<file path="src/rtl/hs_rx_bridge.sv">
// Receives words over an asynchronous req/ack handshake (four-phase or toggle)
// and buffers them in a small first-word fall-through FIFO for the local consumer.
module hs_rx_bridge #(
    parameter int DATA_W      = 4,
    parameter int SYNC_STAGES = 2,
    parameter int DEPTH       = 4,
    parameter int PROTOCOL    = 0
) (
    input  logic                       i_clk_b,
    input  logic                       i_rst_n,
    input  logic                       i_data_req,
    input  logic [DATA_W-1:0]          i_data,
    output logic                       o_data_ack,
    output logic [DATA_W-1:0]          o_dout,
    output logic                       o_dout_valid,
    input  logic                       i_dout_ready,
    output logic [$clog2(DEPTH+1)-1:0] o_fifo_cnt,
    output logic                       o_busy
);

    localparam int CNT_W  = $clog2(DEPTH + 1);
    localparam int PTR_W  = $clog2(DEPTH);
    localparam bit TOGGLE = (PROTOCOL != 0);

    typedef enum logic [1:0] {
        IDLE,
        WAIT_SPACE,
        ACK_HOLD
    } state_t;

    logic [SYNC_STAGES-1:0] reqSync_q;
    logic                   ack_q;
    logic                   busy_q;
    state_t                 state_q;
    state_t                 doneState;

    logic [DATA_W-1:0]      mem_q [DEPTH];
    logic [PTR_W-1:0]       wrPtr_q;
    logic [PTR_W-1:0]       rdPtr_q;
    logic [CNT_W-1:0]       cnt_q;
    logic [CNT_W-1:0]       cnt_d;

    logic reqS;
    logic pending;
    logic full;
    logic push;
    logic pop;
    logic ackNext;

    always_ff @(posedge i_clk_b) begin
        if (!i_rst_n) begin
            reqSync_q <= '0;
        end else begin
            reqSync_q <= {reqSync_q[SYNC_STAGES-2:0], i_data_req};
        end
    end

    assign reqS      = reqSync_q[SYNC_STAGES-1];
    assign pending   = TOGGLE ? (reqS ^ ack_q) : (reqS & ~ack_q);
    // Full is judged on the registered count, so a same-cycle pop never frees room for a push.
    assign full      = (cnt_q == CNT_W'(DEPTH));
    assign push      = pending && !full && ((state_q == IDLE) || (state_q == WAIT_SPACE));
    assign pop       = (cnt_q != '0) && i_dout_ready;
    assign ackNext   = TOGGLE ? ~ack_q : 1'b1;
    assign doneState = TOGGLE ? IDLE : ACK_HOLD;

    always_ff @(posedge i_clk_b) begin
        if (!i_rst_n) begin
            state_q <= IDLE;
            ack_q   <= 1'b0;
            busy_q  <= 1'b0;
        end else begin
            case (state_q)
                IDLE: begin
                    if (pending) begin
                        if (!full) begin
                            ack_q   <= ackNext;
                            state_q <= doneState;
                            busy_q  <= !TOGGLE;
                        end else begin
                            state_q <= WAIT_SPACE;
                            busy_q  <= 1'b1;
                        end
                    end
                end
                WAIT_SPACE: begin
                    if (!pending) begin
                        state_q <= IDLE;
                        busy_q  <= 1'b0;
                    end else if (!full) begin
                        ack_q   <= ackNext;
                        state_q <= doneState;
                        busy_q  <= !TOGGLE;
                    end
                end
                ACK_HOLD: begin
                    if (!reqS) begin
                        ack_q   <= 1'b0;
                        state_q <= IDLE;
                        busy_q  <= 1'b0;
                    end
                end
                default: begin
                    state_q <= IDLE;
                    busy_q  <= 1'b0;
                end
            endcase
        end
    end

    always_comb begin
        cnt_d = cnt_q;
        if (push && !pop) begin
            cnt_d = cnt_q + CNT_W'(1);
        end else if (!push && pop) begin
            cnt_d = cnt_q - CNT_W'(1);
        end
    end

    always_ff @(posedge i_clk_b) begin
        if (!i_rst_n) begin
            wrPtr_q <= '0;
            rdPtr_q <= '0;
            cnt_q   <= '0;
        end else begin
            if (push) begin
                wrPtr_q <= wrPtr_q + PTR_W'(1);
            end
            if (pop) begin
                rdPtr_q <= rdPtr_q + PTR_W'(1);
            end
            cnt_q <= cnt_d;
        end
    end

    // Storage carries no reset; the empty flag masks stale contents on o_dout.
    always_ff @(posedge i_clk_b) begin
        if (i_rst_n && push) begin
            mem_q[wrPtr_q] <= i_data;
        end
    end

    assign o_data_ack   = ack_q;
    assign o_busy       = busy_q;
    assign o_fifo_cnt   = cnt_q;
    assign o_dout_valid = (cnt_q != '0);
    assign o_dout       = o_dout_valid ? mem_q[rdPtr_q] : '0;

endmodule

</file>
<file path="config.mk">
export PLATFORM = sky130hd
export DESIGN_NAME = hs_rx_bridge
export DESIGN_NICKNAME = d
export VERILOG_FILES = /design/src/rtl/hs_rx_bridge.sv
export SDC_FILE = /design/constraint.sdc
export NUM_CORES = 1
export LEC_CHECK = 0
export ABC_AREA = 1
export CORE_AREA = 2 2 53 74
export DETAILED_ROUTE_END_ITERATION = 7
export DIE_AREA = 0 0 55 76
export SYNTH_ARGS = -nofsm -noshare
export SYNTH_HDL_FRONTEND = slang
export SYNTH_SLANG_ARGS = --single-unit
</file>
<file path="constraint.sdc">
create_clock -name i_clk_b -period 2.4 [get_ports i_clk_b]
set_input_delay 0.36 -clock i_clk_b [delete_from_list [all_inputs] [get_ports i_clk_b]]
set_output_delay 0.36 -clock i_clk_b [all_outputs]
set_load 0.03 [all_outputs]
</file>
# Yosys cells after proc, flatten, opt, wreduce, memory -nomap -nowiden
# Memory sizes are Yosys's and may differ from the RTL's. A register that Yosys moved wholly into a read port is not among the register bits.
# Index checks and enable logic that the tools add are counted.
op_classes:
  add_sub_neg: 4
  multipliers: 0
  div: 0
  order_cmp: 0
  n_eq_ne: 8
  shifts: 0
  muxes: 20
  bitwise: 2
  n_reduce_logical: 17
op_table:
  columns: ["cell", "n"]
  rows:
  - ["two-way mux 2 bit", 7]
  - ["two-way mux 1 bit", 7]
  - ["logical AND 1 bit", 6]
  - ["two-way mux 3 bit", 2]
  - ["!= test 2 bit, second input constant", 3]
  - ["one-hot mux 2 bit (3 select lines)", 1]
  - ["adder 2 x 1 -> 2 bit, second input constant", 2]
  - ["two-way mux 4 bit", 1]
  - ["AND reduction 4 bit", 1]
  - ["nonzero test 2 bit", 2]
  - ["adder 3 x 1 -> 3 bit, second input constant", 1]
  - ["== test 3 bit, second input constant", 1]
  - ["zero test 1 bit", 3]
  - ["!= test 3 bit, second input constant", 1]
  - ["one-hot mux 1 bit (3 select lines)", 1]
  - ["AND reduction 3 bit", 1]
  - ["nonzero test 3 bit", 1]
  - ["subtractor 3 x 1 -> 3 bit, second input constant", 1]
  - ["== test 2 x 1 -> 1 bit, second input constant", 1]
  - ["== test 2 bit, second input constant", 1]
  - ["zero test 2 bit", 1]
  - ["!= test 2 x 1 -> 1 bit, second input constant", 1]
  - ["one-hot mux 1 bit (2 select lines)", 1]
  - ["OR reduction 2 bit", 1]
  - ["3 further kinds", 3]
word_totals:
  register_bits: 13
  latch_bits: 0
  mem_bits_rw: 16
  rom_bits: 0
  in_bits: 8
  out_inout_bits: 10
  word_cells: 59
  memories: 1
memory_table:
  columns: ["memory", "depth", "word_bits", "rd", "rd_clocked_by_memory_dff", "wr", "line_no", "rtl"]
  rows:
  - ["mem_q", 4, 4, 1, 1, 1, "37", "logic [DATA_W-1:0] mem_q [DEPTH];"]

# Logic depth before layout (Yosys ltp)
# Gate-level depths: netlist (run 1).
logic_depth:
  word_depth: 8
  ltp_mapped: 13

# Least setup slack after synthesis (run 1)
# Ideal clock, no wire load.
synth_timing:
  kind: "reg2reg"
  start: "register cnt_q[1] (netlist: o_fifo_cnt[1])"
  end: "register cnt_q[2] (netlist: o_fifo_cnt[2])"
  setup_time_ps: 121
  arrival_time_ps: 1864
  path_slack_ps: 416
  stages_incl_launch_ff: 11
  synth_period_minus_slack_ps: 1984
  cell_sequence: "dfxtp_1 > inv_1 > nand3_2 > nand2_2 > ha_1 > inv_1 > fa_1 > nand2_1 > nand3_1 > o21ai_0 > a21oi_1"
synth_via:
  elab_cells_between_ends: 15
  cone_classes: "add/sub (2); eq/ne (1); mux (2); reduce/logical (10)"
synth_rtl:
  columns: ["element", "line_no", "rtl"]
  rows:
  - ["start: declaration", "40", "logic [CNT_W-1:0] cnt_q;"]
  - ["start signal: assignment", "132", "cnt_q <= cnt_d;"]
  - ["nonzero test 3 bit *", null, null]
  - ["net o_dout_valid", "15", "output logic o_dout_valid,"]
  - ["logical AND 1 bit *", "63", "assign pop = (cnt_q != '0) && i_dout_ready;"]
  - ["zero test 1 bit", "113", "if (push && !pop) begin"]
  - ["logical AND 1 bit", "113", null]
  - ["two-way mux 3 bit or nonzero test 2 bit (tied branches)", null, null]
# The timed path passes the listed nets; every way through them passes the cells marked *. The select of a mux whose other input is x is not followed.
# A chain may end at the register's enable or synchronous reset.

==> results of run 1 <==
[sequential cells by signal, summed over array words and instances, names as in the netlist, named ones only]
signal,count
mem_q,16
o_busy,1
o_data_ack,1
o_fifo_cnt,3
rdPtr_q,2
reqSync_q,2
state_q,2
wrPtr_q,2
[tightest hold or removal path: cells and delay by family, from the launching register on]
family	cells	cell delay [ps]
buf+inv	1	40
simple gates	1	50
flops	1	310
[cell families (layout without fill, tap and decap cells)]
family	count (synthesis)	in the layout	synth area share (%)
buffers and inverters	28	52	7.91
DFF	31	31	57.4
AOI/OAI and AO/OA	30	30	11.0
adders and majority gates	6	6	6.07
and+or+nand+nor	53	53	16.9
xor gates and xnor gates	1	1	0.644
[metrics by stage]
| stage | util (%) | hold slack (ps) |
|---|---|---|
| final | 46.4 | 416 |
| after global routing | 46.4 | 446 |
| after global placement | 44.2 | 404 |
| after detailed placement | 44.2 | 402 |
| after floorplan | - | 390 |
| after CTS | 46.4 | 420 |
[per-layer routing]
metal  routed length, um  up-vias  track usage, %
met5                   0        -               0
met4                  65        0            6.83
met3                 148        8            5.29
met2                1360       26            22.7
met1                 898      468            13.3
li1                    -      525               -
[worst paths after layout]
path,endpoint,slack [ps],depth (start not counted)
min,reqSync_q[1]$_SDFF_PN0_,420,2
min reg2reg,reqSync_q[1]$_SDFF_PN0_,420,2
max,o_dout[2],170,4
max reg2reg,o_fifo_cnt[2]$_SDFFE_PN0P_,380,11
[power by group through the flow]
stage / Clock (W) / Sequential (W) / Combinational [W]
2_1_floorplan: 0 / 0.000722 / 0.000430
4_1_cts: 0.000387 / 0.000680 / 0.000741
3_3_place_gp: 0 / 0.000689 / 0.000720
6_report: 0.000372 / 0.000677 / 0.000732
5_1_grt: 0.000414 / 0.000690 / 0.000802
3_5_place_dp: 0 / 0.000690 / 0.000736
[cell type report]
class,count,area [um^2]
Tap cell,42,52.6
Sequential cell,31,781
Timing Repair Buffer,18,178
Multi-Input combinational cell,90,472
Fill cell,359,1920
Clock buffer,6,72.6
Clock inverter,2,8.76
Inverter,26,97.6
[placed cells by master, fill, tap and decap left out, drive strengths merged]
cell | synthesis | layout
clkbuf | 0 | 6
o21ai | 15 | 15
edfxtp | 16 | 16
nand2 | 18 | 18
nand3b | 1 | 1
ha | 5 | 5
buf | 2 | 1
a21oi | 15 | 15
clkdlybuf4s50 | 0 | 17
nand3 | 8 | 8
fa | 1 | 1
xor2 | 1 | 1
inv | 26 | 26
nor2 | 26 | 26
clkinv | 0 | 2
dfxtp | 15 | 15
==> flow_summary.json, run 1 <==
{
  "finish.instance_area_um2": 1660,
  "crit_buf_inv": 2,
  "maxSlewHeadroom_pct": 72.2,
  "p_sw_w": 0.000687,
  "crit_required_ps": 2040,
  "overflow": 0,
  "synthArstFlopShare_pct": 0,
  "netlist_top_cells_area": "edfxtp_1, dfxtp_1, inv_1, nor2_1, a21oi_1",
  "p_per_area_nw_per_um2": 1070,
  "cts_buffer_depth": 2,
  "critPathTopFamily": "buffers and inverters",
  "final.period_utilization_pct": 92.9,
  "worst_slew_pin_slew_ps": 415,
  "grt_pass1_vias": 920,
  "avgRoutedWirePerCell_um": 11.5,
  "ys_ff_latch": 31,
  "synth_cell_types": 18,
  "viasPerCell": 4.78,
  "num_antenna_cells": 0,
  "place_hpwl_mm": 1.89,
  "power_frac_comb_pct": 41.1,
  "nets": 186,
  "worst_slack_ps": 170,
  "cp_max_fo": 9,
  "pre_cts_slack_ps": 349,
  "setup_violations": 0,
  "clkSinkCount": 31,
  "yosys_warnings": 0,
  "grt_use_total_pct": 13.4,
  "routed_wl_mm": 2.48,
  "antenna_found_initial": 0,
  "status": "complete, no violations",
  "report.final.slew_viol_count": 0,
  "cts_setup_buffers": 0,
  "vias": 1027,
  "port_buffers": 17,
  "die_y_um": 76,
  "hold_viol": 0,
  "synthToLayoutAreaGrowth_pct": 22.2,
  "post_synth.cell_area_avg_um2": 9.13,
  "critPathKind": "register to output port",
  "coreArea_um2": 3580,
  "cts_hold_buf": 0,
  "clockPowerShare_pct": 20.9,
  "cts_resized": 0,
  "start_kind": "register",
  "p_sw_share_pct": 38.6,
  "dp_cells": 207,
  "synthFlopType": "edfxtp_1",
  "p_total_w": 0.00178,
  "arrival_ps": 1870,
  "syn-num-nets": 163,
  "cp_slowest_cell": "clkdlybuf4s50_1",
  "cts_root_buffer": "clkbuf_8",
  "start_util_pct": 38.0,
  "placed_area_um2": 1580,
  "cts_buffers": 5,
  "drc": 0,
  "layout-drive-gt1-share_pct": 8.09,
  "path_clk_slew_ps": 60,
  "endpoint_kind": "output port",
  "synth-edff-count": 16,
  "htreeDepth": 2,
  "max-vdd-ir-drop_mv": 0.854,
  "hp-class": "register to register",
  "p_int_w": 0.00109,
  "die_x_um": 55,
  "drt_iter0_drc": 31,
  "grt_first_pass_wirelength_mm": 3.95,
  "tritoncts": "done",
  "min_period_ps": 2230,
  "p_leak_nw": 0.677,
  "die_area_um2": 4180,
  "final_cells": 215,
  "p_seq_share_pct": 38.0,
  "skew_ps": 3.24,
  "dr.pass1.iters": 4,
  "yosysTopAreaCellShare_pct": 35.3,
  "rsz0062_at_grt": "false",
  "synth_top_area_cell": "edfxtp_1",
  "fmax_mhz": 448,
  "grt_start_max_net_pins": 13,
  "io-pin-count": 18,
  "setup-tns-final_ps": 0,
  "clk_latency_ps": 270,
  "cap_violations": 0,
  "worstHoldStart": "reqSync_q[0]$_SDFF_PN0_",
  "synthesis.area_um2": 1360,
  "slowest_delay_ps": 590,
  "ant_nets": 0,
  "r2r-start": "o_fifo_cnt[0]$_SDFFE_PN0P_",
  "synth_seq_area_share_pct": 57.4,
  "rows": 26,
  "netlist_instances": 149,
  "crit_chain": "inv_1 > o21ai_0 > a21oi_1 > clkdlybuf4s50_1",
  "ys_top_cells_by_count": "inv_1, nor2_1, edfxtp_1",
  "place.gp.congestion": 0.745
}
(Power assumes the default switching activity.)
==> run 2, diff against run 1 <==
Settings changed: DONT_BUFFER_PORTS set to 1.
==> flow_summary.json, run 2 (same netlist as run 1, synthesis figures left out) <==
{
  "synthToLayoutAreaGrowth_pct": 15.5,
  "p_leak_nw": 0.662,
  "cts_buffers": 5,
  "viasPerCell": 4.83,
  "place.gp.congestion": 0.711,
  "critPathKind": "register to output port",
  "report.final.slew_viol_count": 0,
  "p_per_area_nw_per_um2": 1170,
  "rr_worst_depth": 8,
  "status": "complete, no violations",
  "start_kind": "register",
  "finish.instance_area_um2": 1570,
  "largest_reg_flops": 16,
  "rows": 26,
  "ff2ff_setup_slack_ps": 460,
  "layout-drive-gt1-share_pct": 13.5,
  "finish.utilization_pct": 43.9,
  "final_cells": 205,
  "top_register": "mem_q",
  "grt_use_total_pct": 14.0,
  "cp_max_fo": 4,
  "worstSetupStartpoint": "o_fifo_cnt[2]$_SDFFE_PN0P_",
  "clk_latency_ps": 280,
  "start_util_pct": 38.0,
  "clkSinkCount": 31,
  "hp-class": "input port to register",
  "grt_start_max_net_pins": 14,
  "dr.pass1.iters": 4,
  "cp-endpoint": "o_dout[1]",
  "endpoint_kind": "output port",
  "die_y_um": 76,
  "cts_hold_buf": 0,
  "antenna_found_initial": 0,
  "routed_wl_mm": 2.50,
  "grt_pass1_vias": 991,
  "r2r_end": "o_fifo_cnt[1]$_SDFFE_PN0P_",
  "io-pin-count": 18,
  "dp_cells": 197,
  "placed_area_um2": 1460,
  "maxSlewHeadroom_pct": 70.7,
  "worst_slack_ps": 278,
  "drt_iter0_drc": 33,
  "min_period_ps": 2120,
  "skew_ps": 5.67,
  "cap_violations": 0,
  "coreArea_um2": 3580,
  "cts_setup_buffers": 0,
  "final.period_utilization_pct": 88.4,
  "ant_nets": 0,
  "die_x_um": 55,
  "num_antenna_cells": 0,
  "vias": 990,
  "tritoncts": "done",
  "max-vdd-ir-drop_mv": 0.721,
  "rsz0062_at_grt": "false",
  "cts_root_buffer": "clkbuf_8",
  "avgRoutedWirePerCell_um": 12.2,
  "port_buffers": 0,
  "die_area_um2": 4180,
  "drc": 0,
  "hold_viol": 0,
  "place_hpwl_mm": 1.88,
  "pre_cts_slack_ps": 480,
  "htreeDepth": 2,
  "cts_buffer_depth": 2,
  "r2r-start": "o_fifo_cnt[2]$_SDFFE_PN0P_",
  "worst_slew_pin_slew_ps": 438,
  "final_cell_mix": "inv_1, nor2_1, edfxtp_1",
  "nets": 176,
  "path_clk_slew_ps": 60,
  "grt_first_pass_wirelength_mm": 4.13,
  "crit_required_ps": 2040,
  "overflow": 0,
  "fmax_mhz": 471,
  "setup-tns-final_ps": 0,
  "arrival_ps": 1760,
  "setup_violations": 0,
  "cts_resized": 0
}
-- run 2: cell types whose count changed in the layout (fill, tap and decap cells not counted) --
cell             change
bufinv_16            +1
buf_4                +7
clkdlybuf4s50_1     -17
clkbuf_1             -1
-- run 2: cell type report --
type | count | area [um^2]
clock buffers | 5 | 68.8
clock inverters | 3 | 38.8
well taps | 42 | 52.6
repair buffers | 8 | 60.1
fillers | 357 | 2010
inverters | 26 | 97.6
multi-input cells | 90 | 472
flip-flops and latches | 31 | 781
-- run 2: layer usage --
metal	global-route usage [%]	up-vias	share of wire, %
met2	24.5	24	55
met3	3.92	7	5.0
met1	12.6	457	37
met4	10.0	0	3.4
li1	-	502	-
met5	0	-	0
-- run 2: how the worst min path moves through the flow --
stage,depth (start not counted),to,start
2_1_floorplan,2,reqSync_q[1]$_SDFF_PN0_,reqSync_q[0]$_SDFF_PN0_
3_3_place_gp,2,reqSync_q[1]$_SDFF_PN0_,reqSync_q[0]$_SDFF_PN0_
3_5_place_dp,2,reqSync_q[1]$_SDFF_PN0_,reqSync_q[0]$_SDFF_PN0_
4_1_cts,0,mem_q[2][1]$_DFFE_PP_,i_data[1]
5_1_grt,0,mem_q[1][2]$_DFFE_PP_,i_data[2]
6_report,0,mem_q[1][2]$_DFFE_PP_,i_data[2]
-- run 2: power breakdown --
part           switching, W  total [W]  internal [W]
logic              0.000445   0.000666      0.000221
clock network      0.000185   0.000489      0.000303
registers         0.0000701   0.000686      0.000616
-- run 2: critical path: stages, from the launching register on --
cell     delay [ps]
dfxtp_1         530
inv_1           150
nand3_2         120
buf_4           180
inv_1           120
a21oi_1         180
buf_4           190
-- run 2: through the flow --
stage	hold WS (ps)	power [W]
after floorplan	390	0.00115
after global placement	404	0.00134
after detailed placement	403	0.00137
after CTS	155	0.00186
after global routing	154	0.00196
final	168	0.00184
==> run 3, diff against run 2 <==
Settings changed: ABC_AREA 1 to not set, CTS_CLUSTER_SIZE set to 28.
Clock period 2.4 ns to 2.8 ns, I/O delays scaled along.
==> flow_summary.json, run 3 <==
{
  "status": "complete, no violations",
  "route.met3.wl_um": 101,
  "die_area_um2": 4180,
  "cts_root_buffer": "clkbuf_8",
  "start_kind": "register",
  "layout_commonest_cell": "edfxtp_1",
  "ys_ff_latch": 31,
  "overflow": 0,
  "synthesis.area_um2": 1350,
  "cts_resized": 0,
  "place.gp.congestion": 0.729,
  "p_per_area_nw_per_um2": 940,
  "port_buffers": 0,
  "tritoncts": "done",
  "met2_length_mm": 1.10,
  "rsz0062_at_grt": "false",
  "hold_slack_ps": 236,
  "rows": 26,
  "p_sw_share_pct": 33.3,
  "ff2ff_setup_slack_ps": 470,
  "synth_cell_types": 32,
  "routed_wl_mm": 2.00,
  "antenna_found_initial": 0,
  "r2r-start": "o_data_ack$_SDFFE_PN0P_",
  "finish.instance_area_um2": 1530,
  "hold_viol": 0,
  "io-pin-count": 18,
  "yosysTopAreaCellShare_pct": 35.6,
  "ant_nets": 0,
  "cp_slowest_cell": "dfxtp_1",
  "p_leak_nw": 0.582,
  "final_cell_mix": "edfxtp_1, dfxtp_1, inv_1, and3_1",
  "setup_violations": 0,
  "skew_ps": 3.95,
  "slowest_delay_ps": 420,
  "critPathKind": "register to register",
  "max-vdd-ir-drop_mv": 0.518,
  "synth_top_area_cell": "edfxtp_1",
  "p_sw_w": 0.000478,
  "place_hpwl_mm": 1.52,
  "netlist_top_cells_area": "edfxtp_1, dfxtp_1, mux4_1, ha_1, and3_1",
  "vias": 724,
  "maxSlewHeadroom_pct": 72.6,
  "placed_area_um2": 1420,
  "wl_met1_um": 775,
  "power_frac_comb_pct": 31.5,
  "path_clk_slew_ps": 60,
  "yosysMostFrequentCell": "edfxtp_1",
  "crit_chain": "nand2b_1 > nor3_4 > ha_1 > inv_1 > fa_1 > xor2_1 > or3_1 > a21boi_0",
  "post_synth.cell_area_avg_um2": 13.8,
  "clkSinkCount": 31,
  "final.period_utilization_pct": 83.1,
  "drt_iter0_drc": 2,
  "worstHoldStart": "i_data[0]",
  "cts_buffers": 5,
  "die_x_um": 55,
  "min_period_ps": 2330,
  "cap_violations": 0,
  "endpoint_kind": "register",
  "grt_use_total_pct": 11.5,
  "nets": 120,
  "start_util_pct": 37.8,
  "grt_start_max_net_pins": 21,
  "arrival_ps": 2530,
  "worst_slew_pin_slew_ps": 408,
  "crit_required_ps": 3000,
  "fmax_mhz": 430,
  "dr.pass1.iters": 4,
  "synth-edff-count": 16,
  "synth_seq_area_share_pct": 57.8,
  "htreeDepth": 2,
  "worstSetupStartpoint": "o_data_ack$_SDFFE_PN0P_",
  "synthArstFlopShare_pct": 0,
  "grt_pass1_vias": 748,
  "cts_hold_buf": 0,
  "largest_reg_flops": 16,
  "yosys_warnings": 0,
  "setup-tns-final_ps": 0,
  "dp_cells": 141,
  "routed.top_layer": "met4",
  "p_seq_share_pct": 39.8,
  "netlist_instances": 98,
  "clockPowerShare_pct": 28.8,
  "num_antenna_cells": 0,
  "cts_buffer_depth": 2,
  "layout-drive-gt1-share_pct": 18.7,
  "synthToLayoutAreaGrowth_pct": 13.0,
  "top_register": "mem_q",
  "grt_first_pass_wirelength_mm": 3.32,
  "final_cells": 149,
  "avgRoutedWirePerCell_um": 13.4,
  "synthFlopType": "edfxtp_1",
  "hp-class": "input port to register",
  "cts_setup_buffers": 0,
  "clk_latency_ps": 280,
  "syn-num-nets": 112,
  "cp_max_fo": 7,
  "ys_top_cells_by_count": "edfxtp_1, dfxtp_1, and3_1, inv_1",
  "coreArea_um2": 3580,
  "die_y_um": 76,
  "viasPerCell": 4.86,
  "report.final.slew_viol_count": 0,
  "p_int_w": 0.000958,
  "fillerInstances": 345,
  "drc": 0
}
[run 3: final timing paths]
path                                                   end  cells after the start
worst max-delay path            o_fifo_cnt[2]$_SDFFE_PN0P_                      8
worst max register to register  o_fifo_cnt[2]$_SDFFE_PN0P_                      8
worst min-delay path                 mem_q[0][0]$_DFFE_PP_                      0
worst min register to register     reqSync_q[1]$_SDFF_PN0_                      1
[run 3: worst max-delay path: cells and delay by family (launching register included)]
family	cells	cell delay, ps
and+or+nand+nor	3	830
adders and majority gates	2	610
DFF	1	420
xor gates and xnor gates	1	170
AOI/OAI and AO/OA	1	160
buffers and inverters	1	60
[run 3: routing by layer]
layer	GRT usage (%)	vias up
li1	-	366
met1	11.7	343
met2	18.1	13
met3	5.88	2
met4	6.59	0
met5	0	-
[run 3: final cells by class]
| type | count | area, um^2 | share of cell area, % |
|---|---|---|---|
| flip-flops and latches | 31 | 781 | 51.1 |
| multi-input cells | 59 | 541 | 35.4 |
| clock buffers | 5 | 68.8 | 4.51 |
| well taps | 42 | 52.6 | 3.44 |
| clock inverters | 3 | 38.8 | 2.54 |
| repair buffers | 3 | 22.5 | 1.48 |
| inverters | 6 | 22.5 | 1.48 |
[run 3: power by group through the flow]
stage               Clock, W  Combinational, W  Sequential, W
floorplan                  0          0.000330       0.000624
global placement           0          0.000454       0.000580
detailed placement         0          0.000461       0.000582
CTS                 0.000431          0.000462       0.000573
global route        0.000450          0.000503       0.000578
finish              0.000413          0.000452       0.000571
[run 3: cells by family (layout without fill, tap and decap cells)]
group | after synthesis | count (layout) | synth area share, %
compound gates | 10 | 10 | 5.46
mux | 7 | 7 | 9.72
fa+ha+maj | 6 | 6 | 6.11
simple gates | 33 | 33 | 16.8
xor+xnor | 3 | 3 | 1.94
flops | 31 | 31 | 57.8
buf+inv | 8 | 17 | 2.22
[run 3: stage by stage]
| step | worst slack, ps | power, W | util [%] |
|---|---|---|---|
| floorplan | 435 | 0.000954 | - |
| global placement | 545 | 0.00103 | 39.7 |
| detailed placement | 453 | 0.00104 | 39.7 |
| CTS | 438 | 0.00147 | 42.7 |
| global route | 251 | 0.00153 | 42.7 |
| finish | 474 | 0.00144 | 42.7 |
